$ cat src/rtl/alu_share_arbiter.sv
// rtl/alu_share_arbiter.sv - round-robin arbiter sharing one multi-cycle ALU among N_REQ requesters
// Optional WAIT-state watchdog enabled by defining ALU_WATCHDOG_EN.
module alu_share_arbiter #(
    parameter int N_REQ          = 4,
    parameter int DATA_W         = 64,
    parameter int OP_W           = 4,
    parameter int TIMEOUT_CYCLES = 16
) (
    input  logic                    clk,
    input  logic                    rst,
    input  logic [N_REQ-1:0]        req_valid,
    output logic [N_REQ-1:0]        req_ready,
    input  logic [N_REQ*DATA_W-1:0] req_a,
    input  logic [N_REQ*DATA_W-1:0] req_b,
    input  logic [N_REQ*OP_W-1:0]   req_op,
    output logic [N_REQ-1:0]        rsp_valid,
    input  logic [N_REQ-1:0]        rsp_ready,
    output logic [DATA_W-1:0]       rsp_z,
    output logic                    rsp_err,
    output logic                    alu_valid,
    output logic [DATA_W-1:0]       alu_a,
    output logic [DATA_W-1:0]       alu_b,
    output logic [OP_W-1:0]         alu_op,
    input  logic                    alu_done,
    input  logic [DATA_W-1:0]       alu_z
);
    localparam int IDX_W = (N_REQ <= 2) ? 1 : $clog2(N_REQ);

    typedef enum logic [1:0] {IDLE, ISSUE, WAIT, RESP} state_t;

    state_t             state;
    logic [IDX_W-1:0]   rr_ptr;
    logic [IDX_W-1:0]   gnt;
    logic [IDX_W-1:0]   win;
    logic [IDX_W-1:0]   idx;
    logic               win_found;
    logic [N_REQ-1:0]   gnt_onehot;

    logic [DATA_W-1:0]  a_arr  [N_REQ];
    logic [DATA_W-1:0]  b_arr  [N_REQ];
    logic [OP_W-1:0]    op_arr [N_REQ];

    for (genvar i = 0; i < N_REQ; i++) begin : g_unpack
        assign a_arr[i]  = req_a[i*DATA_W +: DATA_W];
        assign b_arr[i]  = req_b[i*DATA_W +: DATA_W];
        assign op_arr[i] = req_op[i*OP_W +: OP_W];
    end

    // Scan starts one past the last winner so a persistent requester cannot starve the rest.
    always_comb begin
        win_found = 1'b0;
        win       = '0;
        idx       = '0;
        for (int k = 1; k <= N_REQ; k++) begin
            idx = IDX_W'((int'(rr_ptr) + k) % N_REQ);
            if (!win_found && req_valid[idx]) begin
                win_found = 1'b1;
                win       = idx;
            end
        end
    end

    assign req_ready  = (state == IDLE && win_found) ? (N_REQ'(1) << win) : '0;
    assign gnt_onehot = N_REQ'(1) << gnt;

`ifdef ALU_WATCHDOG_EN
    logic [7:0] wd_cnt;
    logic       err_q;
    assign rsp_err = err_q;
`else
    assign rsp_err = 1'b0;
`endif

    always_ff @(posedge clk) begin
        if (rst) begin
            state     <= IDLE;
            rr_ptr    <= IDX_W'(N_REQ - 1);
            gnt       <= '0;
            alu_valid <= 1'b0;
            alu_a     <= '0;
            alu_b     <= '0;
            alu_op    <= '0;
            rsp_valid <= '0;
            rsp_z     <= '0;
`ifdef ALU_WATCHDOG_EN
            wd_cnt    <= '0;
            err_q     <= 1'b0;
`endif
        end else begin
            case (state)
                IDLE: begin
                    if (win_found) begin
                        alu_a     <= a_arr[win];
                        alu_b     <= b_arr[win];
                        alu_op    <= op_arr[win];
                        gnt       <= win;
                        rr_ptr    <= win;
                        alu_valid <= 1'b1;
                        state     <= ISSUE;
                    end
                end
                ISSUE: begin
                    // A done coinciding with the strobe is ignored: it cannot belong to this operation.
                    alu_valid <= 1'b0;
                    state     <= WAIT;
`ifdef ALU_WATCHDOG_EN
                    wd_cnt    <= '0;
`endif
                end
                WAIT: begin
                    if (alu_done) begin
                        rsp_z     <= alu_z;
                        rsp_valid <= gnt_onehot;
                        state     <= RESP;
`ifdef ALU_WATCHDOG_EN
                        err_q     <= 1'b0;
                    end else if (wd_cnt == 8'(TIMEOUT_CYCLES - 1)) begin
                        rsp_z     <= '0;
                        err_q     <= 1'b1;
                        rsp_valid <= gnt_onehot;
                        state     <= RESP;
                    end else begin
                        wd_cnt    <= wd_cnt + 8'd1;
`endif
                    end
                end
                RESP: begin
                    if (rsp_ready[gnt]) begin
                        rsp_valid <= '0;
                        state     <= IDLE;
                    end
                end
                default: state <= IDLE;
            endcase
        end
    end
endmodule

$ cat config.mk
export PLATFORM = sky130hd
export DESIGN_NAME = alu_share_arbiter
export DESIGN_NICKNAME = d
export VERILOG_FILES = /design/src/rtl/alu_share_arbiter.sv
export SDC_FILE = /design/constraint.sdc
export NUM_CORES = 1
export LEC_CHECK = 0
export CELL_PAD_IN_SITES_DETAIL_PLACEMENT = 1
export CELL_PAD_IN_SITES_GLOBAL_PLACEMENT = 1
export CORE_AREA = 2 2 312 314
export CTS_BUF_LIST = sky130_fd_sc_hd__clkbuf_4 sky130_fd_sc_hd__clkbuf_8
export DETAILED_ROUTE_END_ITERATION = 8
export DIE_AREA = 0 0 314 316
export PLACE_DENSITY_LB_ADDON = 0.1
export SLEW_MARGIN = 25
export SYNTH_ARGS = -nofsm -noshare
export SYNTH_HDL_FRONTEND = slang
export SYNTH_SLANG_ARGS = --single-unit
$ cat constraint.sdc
create_clock -name clk -period 3.75 [get_ports clk]
set_input_delay 0.75 -clock clk [delete_from_list [all_inputs] [get_ports clk]]
set_output_delay 0.75 -clock clk [all_outputs]
set_load 0.005 [all_outputs]
# ---- Word-level counts from Yosys, hierarchy flattened
# Cells that the tools add are included.
# Widths: inputs -> output; s select.
dict set report totals {
  regBits 207
  input_bits 603
  out_inout_bits 206
  elab_cells 80
}
dict set report classes {
  addsub 4
  order_cmp 6
  eq_ne 6
  shifts 2
  mux 37
  bitwise_logic 1
  reduce_logical 15
}
# operator count
set ops {}
lappend ops {{$bmux 64 s2} 2}
lappend ops {{$mux 64} 4}
lappend ops {{$mux 4} 5}
lappend ops {{$lt 2x3->1 const B} 5}
lappend ops {{$mux 2} 7}
lappend ops {{$bmux 1 s2} 5}
lappend ops {{$mux 1} 10}
lappend ops {{$bmux 4 s2} 1}
lappend ops {{$pmux 2 s4} 1}
lappend ops {{$pmux 4 s2} 1}
lappend ops {{$shl 1x2->4 const A} 2}
lappend ops {{$ne 2x2->1 const B} 3}
lappend ops {{$reduce_and 2->1} 3}
lappend ops {{$reduce_and 3->1} 2}
lappend ops {{$add 2x1->2 const B} 2}
lappend ops {{$add 2x2->2 const B} 2}
lappend ops {{$eq 2x2->1 const B} 2}
lappend ops {{$logic_and 1x1->1} 4}
lappend ops {{$reduce_bool 2->1} 2}
lappend ops {{$ge 3x3->1 const B} 1}
lappend ops {{$logic_not 1->1} 3}
lappend ops {{$not 2->3} 1}
lappend ops {{$eq 2x1->1 const B} 1}
lappend ops {{$logic_not 2->1} 1}
lappend ops {{$pmux 1 s2} 1}

# ---- Depth between registers and ports, before layout
dict set report logic_depth {
  word_depth 17
  mapped_depth 8
  ltp_nobuf 6
}

# ---- Worst setup path after synthesis
# No wires, ideal clock.
dict set report synth_path {
  path_type {input to output}
  start {in req_valid[2]}
  end {out req_ready[1]}
  arrival_time_ps 1698
  required_time_ps 3000
  path_slack_ps 1302
  cell_stages 7
  n_path_buf 3
  path_cell_list {nand2b_1 -> a21o_1 -> o311a_1 -> buf_4 -> buf_6 -> buf_6 -> nor2_1}
}
dict set report synth_via {
  elab_chain_len 14
  word_cells_on_any_way 25
  classes_between {shift: 1; mux: 17; reduce/logical: 7}
}
# element line_no
set synth_lines {}
lappend synth_lines {{start: declaration} 11} ;# input logic [N_REQ-1:0] req_valid,
lappend synth_lines {{$bmux 1 s2} 56} ;# if (!win_found && req_valid[idx]) begin
lappend synth_lines {{$mux 1 (implied by the code)} 56}
lappend synth_lines {{$mux 1} 56}
lappend synth_lines {{$logic_not 1->1} 56}
lappend synth_lines {{$logic_and 1x1->1} 56}
lappend synth_lines {{$mux 1} 56}
lappend synth_lines {{$logic_not 1->1} 56}
lappend synth_lines {{$logic_and 1x1->1} 56}
lappend synth_lines {{$mux 1} 56}
lappend synth_lines {{$logic_not 1->1} 56}
lappend synth_lines {{$logic_and 1x1->1} 56}
lappend synth_lines {{$mux 2 or $mux 1 (tied branches)} 56}
lappend synth_lines {{$shl 1x2->4 or $logic_and 1x1->1 (tied branches)} 63} ;# assign req_ready = (state == IDLE && win_found) ? (N_REQ'(1) << win) : '0;
lappend synth_lines {{$mux 4 (*)} 63}
lappend synth_lines {{end: declaration} 12} ;# output logic [N_REQ-1:0] req_ready,
# Mark *: on every way between the ends. The rest lies on a longest branch, timed or not. The select of a mux whose other input is x is not followed.

# ---- Worst setup path after layout
dict set report layout_path {
  start {in req_valid[3]}
  end {out req_ready[2]}
}
# Same word-level chain as after synthesis.

==> results.md <==
Outcome:
- The flow ran to the end, and the final reports show no timing, DRC or antenna violations.

Timing:
- For the pin with the worst max-slew slack, the measured transition is 0.929 ns.
- The max-slew violation total from the final report is 0.
- The minimum clock period is 3.52 ns.
- Setup repair after global routing left no endpoint under its margin.
- Setup violations remaining at the end of the flow were counted as 0.
- Of the available clock period, the critical path in the final layout requires 0.940.
- The final hold violation count is 0.
- The summed negative setup slack over all endpoints is 0 ns.
- For the final database, setup skew stands at around 0.029 ns.
- The worst slew margin relative to its limit is 0.381.
- The achievable clock frequency is 284 MHz.

Die:
- The die is 314 µm wide.
- From bottom edge to top edge, the die measures about 320 µm.
- The core region area is 96000 µm².
- In this run the core area contains 114 standard-cell rows.
- For this design the top-level I/O count stands at 809.
- The starting utilization of the core area is 0.113.
- The die covers between 90000 and 100000 µm².

Synthesis:
- The share of synthesized area in the top cell type comes to 0.382.
- In the synthesized netlist the async set-or-reset flop fraction comes to 0.
- The net count after synthesis is 1701.
- Ranked by total cell area, the synthesized netlist is headed by sky130_fd_sc_hd__dfxtp_1 (38%), sky130_fd_sc_hd__mux2i_1 (24%), sky130_fd_sc_hd__o221ai_2 (11%), sky130_fd_sc_hd__nand2_1 (9.2%), sky130_fd_sc_hd__o221ai_1 (4.2%).
- The cell with the most instances after synthesis is sky130_fd_sc_hd__nand2_1.
- The number of flops mapped to enable cells by yosys is 0.
- The netlist area before placement is ~11000 µm².
- The synthesized netlist contains 37 unique library cells.
- Counting flops and latches in the post-synthesis netlist gives 207.
- The leading area contributor after synthesis is sky130_fd_sc_hd__dfxtp_1.
- For this run, the leading register cell type out of synthesis is sky130_fd_sc_hd__dfxtp_1.
- The count of warnings emitted by yosys is 0.
- By count the netlist is led by sky130_fd_sc_hd__nand2_1 (267), sky130_fd_sc_hd__mux2i_1 (265), sky130_fd_sc_hd__dfxtp_1 (207).
- The sequential-to-total area share from yosys stat is 0.382.
- Each instance of the synthesized netlist takes up on average 9.92 µm².
- After technology mapping, the gate count stands at between 1000 and 1500.

Global route:
- The first global-routing pass estimated 99300 µm of wire.
- The initial antenna violation count is 35.
- In the global route stage, overall resource usage came out at 0.140.
- Entering global routing, the biggest net connects between 70 and 80 pins.
- The via count of the first global-routing pass is 13200.
- The global-route congestion overflow total is 0.

CTS:
- The post-CTS setup buffer count is 0.
- After clock tree synthesis, the flow added hold-fix buffers numbering 0.
- The clock latency of the later-clocked register in the worst-skew pair is between 0.6 and 0.7 ns.
- The master cell of the clock root buffer is sky130_fd_sc_hd__clkbuf_8.
- The clock tree synthesis step divided the H-tree into 2 levels.
- The TritonCTS clock tree is yes.
- The clock input transition at the sequential cells of the worst setup and hold paths is 0.05 ns.
- Counting along the longest clock path gives a buffer depth of 3.
- The number of buffers inserted during clock tree synthesis is 52.
- The total number of clock tree sinks is 207.
- The post-cts resize count is 0.

Placement:
- Summed over all nets, the half-perimeter wirelength after detailed placement is 56700 µm.
- Input and output buffers added on the ports amount to 807.
- Routability-driven placement finished with a final weighted congestion of 0.779.

Power and ir drop:
- The reported net switching power is 0.00449 W.
- The internal power contribution is about 0.0078 W.
- Power spread over the standard cell area amounts to 574 nW/µm².
- The share of total power dissipated in the clock network is 0.241.
- The switching fraction of total power is 0.365.
- The largest vdd supply drop is 0.217 mV.
- The part of the power in registers is 0.275.
- Power comes to 0.0123 W.
- The leakage power summed over all cells is just over 8 nW.
- The share of total power dissipated in combinational logic is 0.484.

Cells and area:
- The layout overhead on the synthesized area is 97.4%.
- The final net count is 2497.
- The layout cell share with drive strength beyond 1 is 0.109.

Detailed routing:
- The sum of routed wire length over all layers is roughly 72000 µm.
- Dividing the detail-routed via count by the number of cells gives 3.68.
- The number of nets with antenna violations after detailed routing is 0.
- The detailed-route wire length per cell is 22.5 µm.
- The violation count after the first detailed-routing iteration is 303.
- For this run, design rule violations remaining after detail routing come to 0.
- The first TritonRoute pass finished after 4 iterations.
- For this block, the via count after detailed routing is approximately 12000.

Setup path:
- STA puts the critical path data arrival time at approximately 2.8 ns.
- The setup path with the least slack is of type input port to output pin.
- The maximum fanout encountered on the critical timing path is 5.
- STA classifies the critical path endpoint as an output pin.
- The kind of start point of the critical path is an input port.
- The data required time of the critical path is about 3 ns.

Min path:
- The tightest min-delay check is of the flop to flop type.

Run:
- The count of maximum capacitance violations is 0.
[final cells by class]
class / instances / area (µm²)
Fill cell: 11000 / 74600
Antenna cell: 24 / 60.1
Sequential cell: 207 / 4140
Clock inverter: 3 / 20.0
Multi-Input combinational cell: 788 / 6040
Tap cell: 1276 / 1600
Inverter: 2 / 7.51
Timing Repair Buffer: 839 / 8540
Clock buffer: 88 / 1010
[layout by cell type, fill, tap and decap left out, types with 2 or more instances in the layout]
cell / synthesis / final
sky130_fd_sc_hd__clkdlybuf4s50_1: 0 / 806
sky130_fd_sc_hd__nand2_1: 267 / 266
sky130_fd_sc_hd__mux2i_1: 265 / 265
sky130_fd_sc_hd__dfxtp_1: 207 / 207
sky130_fd_sc_hd__o221ai_2: 80 / 80
sky130_fd_sc_hd__a21oi_1: 71 / 71
sky130_fd_sc_hd__clkbuf_8: 0 / 56
sky130_fd_sc_hd__o221ai_1: 52 / 52
sky130_fd_sc_hd__clkbuf_4: 0 / 32
sky130_fd_sc_hd__diode_2: 0 / 24
sky130_fd_sc_hd__buf_12: 0 / 18
sky130_fd_sc_hd__nor2_1: 17 / 17
sky130_fd_sc_hd__buf_4: 10 / 14
sky130_fd_sc_hd__nand2b_1: 6 / 6
sky130_fd_sc_hd__ha_1: 4 / 4
sky130_fd_sc_hd__nor2b_1: 3 / 3
sky130_fd_sc_hd__o21ai_1: 2 / 2
sky130_fd_sc_hd__nor4_1: 2 / 2
sky130_fd_sc_hd__inv_1: 2 / 2
sky130_fd_sc_hd__nor4b_1: 2 / 2
sky130_fd_sc_hd__clkinvlp_4: 0 / 2
[final timing paths]
check	slack, ns	cells after the start	end	startpoint
worst min-delay path	0.45	2	rsp_z[3]$_SDFFE_PP0P_	rsp_z[3]$_SDFFE_PP0P_
worst max register to register	1.51	7	alu_a[21]$_SDFFE_PP0P_	rr_ptr[0]$_SDFFE_PP1P_
worst min register to register	0.45	2	rsp_z[3]$_SDFFE_PP0P_	rsp_z[3]$_SDFFE_PP0P_
worst max-delay path	0.23	6	req_ready[2]	req_valid[3]
[metal layers]
metal,wire [µm],GRT usage,part of all wire,up-vias
met5,132,0,0.0018,-
met3,6930,0.0615,0.096,107
met4,1900,0.0606,0.026,20
met2,38400,0.255,0.53,461
met1,25100,0.136,0.35,5636
li1,-,-,-,5639
[power groups by stage]
| stage | combinational, W | clock, W | sequential, W |
|---|---|---|---|
| floorplan | 0.00279 | 0 | 0.00343 |
| global placement | 0.00614 | 0 | 0.00340 |
| detailed placement | 0.00617 | 0 | 0.00344 |
| CTS | 0.00619 | 0.00315 | 0.00340 |
| global route | 0.00644 | 0.00323 | 0.00349 |
| finish | 0.00595 | 0.00296 | 0.00338 |
[worst max-delay path, cell delays in order]
cell,delay [ns]
sky130_fd_sc_hd__clkdlybuf4s50_1,0.49
sky130_fd_sc_hd__nor4_1,0.55
sky130_fd_sc_hd__and2b_4,0.29
sky130_fd_sc_hd__nand2_1,0.15
sky130_fd_sc_hd__nor2_1,0.06
sky130_fd_sc_hd__clkdlybuf4s50_1,0.47
[per-stage QoR]
stage	setup WS, ns	instances	area, µm²	util	hold WS (ns)
after CTS	0.222	3203	21400	0.222	0.457
after detailed placement	0.237	3112	20300	0.212	0.447
after global placement	0.333	3112	20300	0.212	0.442
after floorplan	1.30	1094	10800	-	0.448
final	0.225	3227	21400	0.223	0.452
after global routing	0.0939	3223	21400	0.223	0.474
[logic make-up after synthesis]
kind of cell | count (synthesis) | share of synthesized area
adder cells (fa/ha/maj) | 4 | 0.00461
multiplexers | 266 | 0.247
other | 1 | 0.000346
AND/OR/NAND/NOR | 305 | 0.112
AO/OA/AOI/OAI | 212 | 0.191
buffers and inverters | 99 | 0.0634
flip-flops | 207 | 0.382
[registers in the layout (all words and copies together) (netlist names)]
| name | count |
|---|---|
| alu_a | 64 |
| alu_b | 64 |
| rsp_z | 64 |
| alu_op | 4 |
| rsp_valid | 4 |
| gnt | 2 |
| rr_ptr | 2 |
| state | 2 |
| alu_valid | 1 |
Power figures use the tool's default switching activity.
==> patch: new RTL, config.mk and constraints unchanged <==
`DATA_W`: 64 -> 32.
--- a/src/rtl/alu_share_arbiter.sv
+++ b/src/rtl/alu_share_arbiter.sv
@@ -3,5 +3,5 @@
 module alu_share_arbiter #(
     parameter int N_REQ          = 4,
-    parameter int DATA_W         = 64,
+    parameter int DATA_W         = 32,
     parameter int OP_W           = 4,
     parameter int TIMEOUT_CYCLES = 16
Ports: changed (6 resized); port bits go from 809 to 425. No check against the original RTL was run, so the function may have changed too.
==> patch against the original RTL <==
Hold slack improved by 0.012 ns. Die area unchanged. Worst setup slack got worse by 0.032 ns. Wire length decreased by 49%. Sequential cell count decreased by 96. Synthesized area decreased by 47%. Total power decreased by 52%. Design area decreased by 45%. Critical path type unchanged. Largest cell class unchanged.
==> patch: results (changes against the original RTL) <==
| Metric | Value |
|---|---|
| Vias in the first global route | `7074 (-46%)` |
| DP HPWL | `27770 um (-51%)` |
| CLK BUF | `11 (-88%)` |
| Clk_skew | `0.02386 ns (-0.004940 ns)` |
| Biggest regs | `alu_a: 32 flops, alu_b: 32 flops, rsp_z: 32 flops` |
| Vias | `6185 (-48%)` |
| Largest net degree at the start of global routing | `69 (-9.2%)` |
| Setup bufs post-CTS | `0 (unchanged)` |
| Seq/Total Area, Yosys | `38.66% (+0.46 points)` |
| Synth Net Count | `919 (-46%)` |
| CP top delay family | `buffers and inverters` |
| Clock Latency Late Sink | `0.47 ns (-0.20 ns)` |
| Worst slew pin tran | `0.6982 ns (-0.2308 ns)` |
| CP max stage delay | `0.57 ns (+0.02 ns)` |
| Drt first-iter violations | `122 (-60%)` |
| GRT Overall Usage | `7.313% (-6.6 points)` |
| Synth top area cells | `dfxtp_1 (39%), mux2i_1 (24%), nand2_1 (9.1%)` |
| R2R Setup Slk | `1.49 ns (-0.02 ns)` |
| Ant diodes | `3 (-88%)` |
| Internal power | `0.003629 W (-53%)` |
| Multi-input combinational cell count | `436 (-45%)` |
| Number of buffers inserted by port buffering | `423 (-48%)` |
| Status | `finished clean` |
| Share of cells above drive strength 1 | `5.982% (-5.0 points)` |
| Post-Place Worst Slack | `0.04426 ns (-0.1926 ns)` |
| Critical-path top delay cell | `clkdlybuf4s50_1` |
| Critical Path End | `req_ready[3]` |
| Bufs w/o clock | `438 (-48%)` |
| Final net count | `1317 (-47%)` |
| Mux share of post-synthesis cell area | `24.25% (-0.41 points)` |
| Pleak | `4.098 nW (-49%)` |
| Inverters | `2 (unchanged)` |
| Area share of fa/ha/maj cells after synthesis | `0.8707% (+0.41 points)` |
| Routed wire per std cell | `16.24 um (-28%)` |
| Min-delay src | `rsp_z[31]$_SDFFE_PP0P_` |
| Seq_cells | `111 (-46%)` |
| Final hold slack | `0.4642 ns (+0.01236 ns)` |
| Final period util | `94.84% (+0.84 points)` |
| Max clock buf depth | `2 (-1)` |
| First-pass GRT wire length | `51470 um (-48%)` |
| Hold path endpoint | `rsp_z[31]$_SDFFE_PP0P_` |
| Most frequent cells after synthesis | `nand2_1 (139), mux2i_1 (137), dfxtp_1 (111)` |
| Max VDD drop | `236.5 uV (+9.0%)` |
| Fraction of area in registers | `19.03% (-0.32 points)` |
| Final RePlAce weighted congestion | `0.7001 (-10%)` |
| Buffering overhead | `37.93% (-1.9 points)` |
| Fillers | `11.22k (+2.1%)` |
| R2R Path End | `alu_a[19]$_SDFFE_PP0P_` |
| DR pass1 iterations | `4 (unchanged)` |
| Layout clock area frac | `1.939% (-2.9 points)` |
| Critical path arrival | `2.81 ns (+0.04 ns)` |
| CTS buffer count | `9 (-83%)` |
| Multi-input logic area | `3188 um^2 (-47%)` |
| Clock-pin slew of the registers on the worst-case setup and hold paths | `0.14 ns (+0.09 ns)` |
| CTS H-tree depth | `3 (+1)` |
| Initial antenna violation count | `16 (-54%)` |
| Compound-Gate Fraction of Synth Area | `17.11% (-2.0 points)` |
-- patch: cell count changes in the layout (fill, tap and decap cells not counted), moves of 31 or more --
cell             unedited run  this run
a21oi_1                    71        39
clkbuf_8                   56        10
o221ai_2                   80        20
clkdlybuf4s50_1           806       422
dfxtp_1                   207       111
clkbuf_4                   32         1
nand2_1                   266       139
mux2i_1                   265       137
-- patch: metal layers --
layer | up-vias | global-route usage [%] | part of all wire (%)
li1 | 2985 | - | -
met1 | 2894 | 7.650 | 38
met2 | 246 | 12.73 | 50
met3 | 38 | 3.870 | 10
met4 | 22 | 2.044 | 1.4
met5 | - | 0 | 0.39
-- patch: power by group through the flow --
stage / logic (W) / registers, W / clock network [W]
floorplan: 0.00143 / 0.00184 / 0
CTS: 0.00326 / 0.00181 / 0.00112
finish: 0.00310 / 0.00180 / 0.000983
global placement: 0.00326 / 0.00183 / 0
global route: 0.00339 / 0.00187 / 0.00112
detailed placement: 0.00325 / 0.00183 / 0
-- patch: per-stage QoR --
step | instances | instance area, um^2
final | 2282 | 11680
after global routing | 2281 | 11670
after CTS | 2279 | 11670
after detailed placement | 2263 | 11440
after global placement | 2263 | 11440
after floorplan | 600 | 5748
-- patch: worst register-to-register path, cell delays in order (launching register included) --
cell and delay [ns]:
dfxtp_1 0.42, and2b_4 0.22, o21ai_2 0.16, o311a_4 0.22, buf_4 0.17, buf_12 0.29
mux2i_1 0.52, o221ai_1 0.15
-- patch: kinds of logic after synthesis --
group                    Yosys count
buffers and inverters             53
other                              1
adder cells (fa/ha/maj)            4
multiplexers                     138
AND/OR/NAND/NOR                  177
AO/OA/AOI/OAI                    116
flip-flops                       111
